$ cat config.mk
export PLATFORM = sky130hd
export DESIGN_NAME = lock_controller_flat
export DESIGN_NICKNAME = d
export VERILOG_FILES = /design/src/rtl/lock_controller_if.sv /design/src/rtl/lock_controller.sv /design/src/flat_wrapper.sv
export SDC_FILE = /design/constraint.sdc
export NUM_CORES = 1
export LEC_CHECK = 0
export BUFFER_PORTS_ARGS = -buffer_cell sky130_fd_sc_hd__buf_2
export CORE_ASPECT_RATIO = 1.4
export CORE_UTILIZATION = 45
export DETAILED_ROUTE_END_ITERATION = 10
export HOLD_SLACK_MARGIN = 0.06
export PLACE_DENSITY_LB_ADDON = 0.3
export RECOVER_POWER = 50
export SYNTH_ARGS = -nofsm -noshare
export SYNTH_HDL_FRONTEND = slang
export SYNTH_SLANG_ARGS = --single-unit
$ cat constraint.sdc
create_clock -name clk -period 2.8 [get_ports clk]
set_input_delay 0.28 -clock clk [delete_from_list [all_inputs] [get_ports clk]]
set_output_delay 0.28 -clock clk [all_outputs]
set_load 0.005 [all_outputs]
$ cat src/rtl/lock_controller_if.sv
// Key-entry and status bundle between the debounced front end, the lock
// controller and the display logic.
interface lock_controller_if #(
  parameter int CODE_LEN  = 6,
  parameter int MAX_FAILS = 3
);
  localparam int CNT_W  = $clog2(CODE_LEN + 1);
  localparam int FAIL_W = $clog2(MAX_FAILS + 1);

  logic              digit_valid;
  logic [3:0]        digit;
  logic              relock;
  logic              prog_req;
  logic              unlocked;
  logic              locked_out;
  logic              prog_mode;
  logic              fail_pulse;
  logic [FAIL_W-1:0] fail_count;
  logic [CNT_W-1:0]  digit_count;

  modport master (
    output digit_valid, digit, relock, prog_req,
    input  unlocked, locked_out, prog_mode, fail_pulse, fail_count, digit_count
  );

  modport slave (
    input  digit_valid, digit, relock, prog_req,
    output unlocked, locked_out, prog_mode, fail_pulse, fail_count, digit_count
  );
endinterface

$ cat src/rtl/lock_controller.sv
// Combination-lock sequencer: digit entry against a programmable code,
// failed-attempt lockout, and code reprogramming while open.
module lock_controller #(
  parameter int                        CODE_LEN       = 6,
  parameter int                        MAX_FAILS      = 3,
  parameter int                        LOCKOUT_CYCLES = 16,
  parameter logic [4*CODE_LEN-1:0]     DEFAULT_CODE   = 24'h320474
) (
  input logic               clk,
  input logic               rst_n,
  lock_controller_if.slave  bus
);
  localparam int CODE_W = 4 * CODE_LEN;
  localparam int CNT_W  = $clog2(CODE_LEN + 1);
  localparam int FAIL_W = $clog2(MAX_FAILS + 1);
  localparam int LOCK_W = $clog2(LOCKOUT_CYCLES + 1);

  localparam logic [1:0] ST_ENTRY   = 2'd0;
  localparam logic [1:0] ST_OPEN    = 2'd1;
  localparam logic [1:0] ST_LOCKOUT = 2'd2;
  localparam logic [1:0] ST_PROGRAM = 2'd3;

  logic [1:0]        state;
  logic [CODE_W-1:0] code_reg;
  logic [CODE_W-1:0] shadow;
  logic [CODE_W-1:0] shifted;
  logic              mismatch;
  logic [LOCK_W-1:0] lock_cnt;
  logic [CNT_W-1:0]  digit_count;
  logic [FAIL_W-1:0] fail_count;
  logic              unlocked;
  logic              locked_out;
  logic              prog_mode;
  logic              fail_pulse;
  logic              digit_ok;
  logic              digit_bad;
  logic              mis_next;
  logic              last_digit;
  logic [FAIL_W-1:0] fail_inc;

  function automatic logic [3:0] nibble_at(input logic [CODE_W-1:0] code,
                                           input logic [CNT_W-1:0]  idx);
    logic [3:0] n;
    n = '0;
    for (int i = 0; i < CODE_LEN; i++)
      if (idx == CNT_W'(i)) n = code[4*(CODE_LEN-1-i) +: 4];
    return n;
  endfunction

  function automatic logic [FAIL_W-1:0] sat_inc(input logic [FAIL_W-1:0] fc);
    if (fc == FAIL_W'(MAX_FAILS)) return fc;
    return fc + 1'b1;
  endfunction

  always_comb begin
    digit_ok   = (bus.digit <= 4'd9);
    digit_bad  = !digit_ok || (bus.digit != nibble_at(code_reg, digit_count));
    mis_next   = mismatch || digit_bad;
    last_digit = (digit_count == CNT_W'(CODE_LEN - 1));
    fail_inc   = sat_inc(fail_count);
    shifted    = (shadow << 4) | {{(CODE_W-4){1'b0}}, bus.digit};
  end

  // Shadow only holds data in PROGRAM; its contents are meaningless elsewhere.
  always_ff @(posedge clk) begin
    if (state == ST_PROGRAM && bus.digit_valid && digit_ok && !bus.relock)
      shadow <= shifted;
  end

  always_ff @(posedge clk or negedge rst_n) begin
    if (!rst_n) begin
      state       <= ST_ENTRY;
      code_reg    <= DEFAULT_CODE;
      mismatch    <= 1'b0;
      lock_cnt    <= '0;
      digit_count <= '0;
      fail_count  <= '0;
      unlocked    <= 1'b0;
      locked_out  <= 1'b0;
      prog_mode   <= 1'b0;
      fail_pulse  <= 1'b0;
    end else begin
      fail_pulse <= 1'b0;
      case (state)
        ST_ENTRY: begin
          if (bus.digit_valid) begin
            if (last_digit) begin
              digit_count <= '0;
              mismatch    <= 1'b0;
              if (!mis_next) begin
                state      <= ST_OPEN;
                unlocked   <= 1'b1;
                fail_count <= '0;
              end else begin
                fail_pulse <= 1'b1;
                fail_count <= fail_inc;
                if (fail_inc == FAIL_W'(MAX_FAILS)) begin
                  state      <= ST_LOCKOUT;
                  locked_out <= 1'b1;
                  lock_cnt   <= LOCK_W'(LOCKOUT_CYCLES);
                end
              end
            end else begin
              digit_count <= digit_count + 1'b1;
              mismatch    <= mis_next;
            end
          end
        end
        ST_LOCKOUT: begin
          lock_cnt <= lock_cnt - 1'b1;
          if (lock_cnt == LOCK_W'(1)) begin
            state      <= ST_ENTRY;
            locked_out <= 1'b0;
            fail_count <= '0;
          end
        end
        ST_OPEN: begin
          if (bus.relock) begin
            state    <= ST_ENTRY;
            unlocked <= 1'b0;
          end else if (bus.prog_req) begin
            state       <= ST_PROGRAM;
            unlocked    <= 1'b0;
            prog_mode   <= 1'b1;
            digit_count <= '0;
          end
        end
        default: begin
          // Abort takes priority, including over a coincident final digit.
          if (bus.relock) begin
            state       <= ST_ENTRY;
            prog_mode   <= 1'b0;
            digit_count <= '0;
          end else if (bus.digit_valid && digit_ok) begin
            if (last_digit) begin
              code_reg    <= shifted;
              digit_count <= '0;
              state       <= ST_ENTRY;
              prog_mode   <= 1'b0;
            end else begin
              digit_count <= digit_count + 1'b1;
            end
          end
        end
      endcase
    end
  end

  assign bus.unlocked    = unlocked;
  assign bus.locked_out  = locked_out;
  assign bus.prog_mode   = prog_mode;
  assign bus.fail_pulse  = fail_pulse;
  assign bus.fail_count  = fail_count;
  assign bus.digit_count = digit_count;
endmodule

$ cat src/flat_wrapper.sv
// flat-port wrapper written by rule: the top's interface ports become plain ports
module lock_controller_flat 
#(
  parameter int                        CODE_LEN       = 6,
  parameter int                        MAX_FAILS      = 3,
  parameter int                        LOCKOUT_CYCLES = 16,
  parameter logic [4*CODE_LEN-1:0]     DEFAULT_CODE   = 24'h320474
)
  (clk, rst_n, bus_digit_valid, bus_digit, bus_relock, bus_prog_req, bus_unlocked, bus_locked_out, bus_prog_mode, bus_fail_pulse, bus_fail_count, bus_digit_count);
  lock_controller_if #(.CODE_LEN(CODE_LEN), .MAX_FAILS(MAX_FAILS)) bus_i ();
  input logic clk;
  input logic rst_n;
  input wire logic [$bits(bus_i.digit_valid)-1:0] bus_digit_valid;
  input wire logic [$bits(bus_i.digit)-1:0] bus_digit;
  input wire logic [$bits(bus_i.relock)-1:0] bus_relock;
  input wire logic [$bits(bus_i.prog_req)-1:0] bus_prog_req;
  output wire logic [$bits(bus_i.unlocked)-1:0] bus_unlocked;
  output wire logic [$bits(bus_i.locked_out)-1:0] bus_locked_out;
  output wire logic [$bits(bus_i.prog_mode)-1:0] bus_prog_mode;
  output wire logic [$bits(bus_i.fail_pulse)-1:0] bus_fail_pulse;
  output wire logic [$bits(bus_i.fail_count)-1:0] bus_fail_count;
  output wire logic [$bits(bus_i.digit_count)-1:0] bus_digit_count;
  assign bus_i.digit_valid = bus_digit_valid;
  assign bus_i.digit = bus_digit;
  assign bus_i.relock = bus_relock;
  assign bus_i.prog_req = bus_prog_req;
  assign bus_unlocked = bus_i.unlocked;
  assign bus_locked_out = bus_i.locked_out;
  assign bus_prog_mode = bus_i.prog_mode;
  assign bus_fail_pulse = bus_i.fail_pulse;
  assign bus_fail_count = bus_i.fail_count;
  assign bus_digit_count = bus_i.digit_count;
  lock_controller #(.CODE_LEN(CODE_LEN), .MAX_FAILS(MAX_FAILS), .LOCKOUT_CYCLES(LOCKOUT_CYCLES), .DEFAULT_CODE(DEFAULT_CODE)) u_core (.clk(clk), .rst_n(rst_n), .bus(bus_i));
endmodule
==> impl_metrics.toml <==
[status]
status = "finished, violations left"
violations = "max-capacitance violations, max-slew violations"

[layout]
fin_util_pct = 52.5
diodes = 0
layout.area.seq_um2 = 1640
fill_cells = 581
multi_input_area_um2 = 1290
nets = 299
finalNonFillerCells = 362
area_growth_pct = 13.3
largest_reg_flops = 24
drive_gt1_share_pct = 28.5
design_area_um2 = 3450

[routing]
drtIter0Drc = 166
vias = 2097
dr_wl_met2_um = 3000
finalWirelength_um = 5860
ant_nets = 0
drc = 0
wl_met1_um = 2540
highest_layer = "met4"
dr.pass1.iters = 4
vias_per_cell = 5.79
wl_met3_um = 187
routedWlPerCell_um = 16.2

[die]
start_util_pct = 46.4
core_area_um2 = 6570
die_x_um = 71.5
io_pins = 18
die_y_um = 99.4
die_area_um2 = 7110
num_rows = 35

[placed_design]
portBuffers = 17
place.gp.congestion = 0.822
dpl-instance-area_um2 = 3230
dp_slack_ps = 163
numPlacedInstances = 346
dp_hpwl_um = 4060

[power]
p_sw_uw = 1030
clockPowerShare_pct = 28.2
power_frac_seq_pct = 38.6
power_frac_comb_pct = 33.2
peakVddDrop_uv = 562
switching_share_pct = 33.1
leakage_uw = 0.00146
power.density_nw_per_um2 = 897
internal-power_uw = 2070

[synthesis]
synthAdderAreaFrac_pct = 2.87
synth-edff-count = 20
synth_nets = 272
synth.area.mux_share_pct = 12.8
synth_ff_type = "dfrtp_1"
synth_most_common_cell = "dfrtp_1"
yosysTopAreaCell = "dfrtp_1"
yosys-top-cells-area = "dfrtp_1 (27%), edfxtp_1 (20%), mux2_2 (9.6%), dfstp_2 (6.9%), ha_1 (2.9%)"
ys_seq_elements = 61
yosysTopAreaCellShare_pct = 27.1
yosys_warnings = 0
synth_top_family_by_area = "compound AO/OA/AOI/OAI gates"
yosys-top-cells-count = "dfrtp_1 (33), mux2_2 (26), edfxtp_1 (20), nand2_1 (19), o21ai_0 (15)"
yosys.area_share.simple_pct = 12.7
synthCells = 256
synth_area_um2 = 3050
synth.distinct_cells = 58
post_synth.cell_area_avg_um2 = 11.9
synth-xor-area-share_pct = 0.287
synthArstFlopShare_pct = 67.2
ys_seq_area_share_pct = 53.7
synth_compound_area_share_pct = 13.8

[clock_network]
path_clk_slew_ps = 70
ctsResizeCount = 0
cts_root_buf = "clkbuf_8"
cts_max_level = 3
clock_latency_ps = 340
cts_tree = "built"
cts_max_path_buffers = 2
cts_sinks = 61
cts_buffers = 9
cts.hold.buffers_added = 0
cts_setup_buffers = 0

[sta]
min_period_over_period_pct = 94.0
fmax_mhz = 380
hold_viol_final = 0
maxSlewHeadroom_pct = -53.2
tns_ps = 0
timing.final.crit_period_ps = 2630
layout_setup_ws_ps = 167
finalSetupViolCount = 0
fin_skew_ps = 9.53
rsz0062_at_grt = "false"
tightestPinTransition_ps = 2300
maxSlewViolCount = 42

[worst_setup_path]
required_ps = 3070
cp_data_arrival_time_ps = 2900
path_max_fanout = 8
start_kind = "flip-flop"
worstSetupPathType = "flip-flop to flip-flop"
end_kind = "flip-flop"

[job]
max-cap-violations = 1

[global_route]
grt_overflow = 0
grt_usage_pct = 19.1
grt_pass1_vias = 2196
grt_pass1_wl_um = 10400
grt_max_degree = 42
antenna_found_initial = 0

[min_path]
hp-class = "primary input to flip-flop"
## final timing paths
path                                           start                  endpoint  slack [ps]  depth (start not counted)
max                        u_core.bus.digit_count[0]        u_core.lock_cnt[3]         170                         10
min                                     bus_digit[0]          u_core.shadow[0]         220                          1
max reg2reg                u_core.bus.digit_count[0]        u_core.lock_cnt[3]         170                         10
min reg2reg                         u_core.shadow[1]          u_core.shadow[5]         450                          0
max in group asynchronous                      rst_n  u_core.bus.fail_count[1]         860                          1
min in group asynchronous                      rst_n        u_core.code_reg[0]         620                          1
## stage by stage
step           hold slack (ps)  power, µW
3_5_place_dp               434       2240
6_report                   224       3100
3_3_place_gp               425       2220
2_1_floorplan            -15.6       1970
5_1_grt                    233       3300
4_1_cts                    121       3120
## per-layer routing
layer	global-route usage, %	up-vias
met5	0	-
met3	4.56	13
met4	9.65	0
met1	22.7	1046
met2	32.2	38
li1	-	1000
## final cells by class
type                       count  area share (%)
clock buffer                  10            3.99
clock inverter                 6            2.50
inverter                      13            1.41
multi-input combinational    171            37.5
sequential                    61            47.4
tap                           74            2.68
timing repair buffer          27            4.46
## power by group through the flow
stage	Combinational [µW]	Clock [µW]	Sequential, µW
floorplan	772	0	1200
global placement	1010	0	1210
detailed placement	1030	0	1210
CTS	1030	890	1200
global route	1150	928	1220
finish	1030	872	1200
## cell usage in the layout (no fill, tap or decap), drive strengths merged, types with 3 or more instances in the layout
cell / n
and2: 4
ha: 7
a211o: 3
mux2i: 7
clkinv: 3
dfrtp: 33
nand3: 8
a211oi: 6
nor2: 9
o211ai: 3
buf: 22
a31oi: 5
nor3: 4
o21ai: 15
inv: 13
nand2b: 8
a21boi: 4
clkbuf: 15
a21oi: 7
dfstp: 8
nand2: 19
edfxtp: 20
mux2: 28
nor2b: 5
## critical path, stage by stage, from the launching register on
cell and delay, ps:
dfrtp_1 390, and2_1 170, ha_2 220, buf_4 160
nor4bb_1 280, a211oi_1 90, o221ai_1 230, xnor2_1 160
and3_2 260, or4_1 520, nand3_1 90
## cell families after synthesis
logic type | Yosys count
AO/OA/AOI/OAI | 57
XOR/XNOR | 1
adder cells (fa/ha/maj) | 7
buffers and inverters | 24
flip-flops | 61
multiplexers | 35
AND/OR/NAND/NOR | 71
Power figures use the tool's default switching activity.
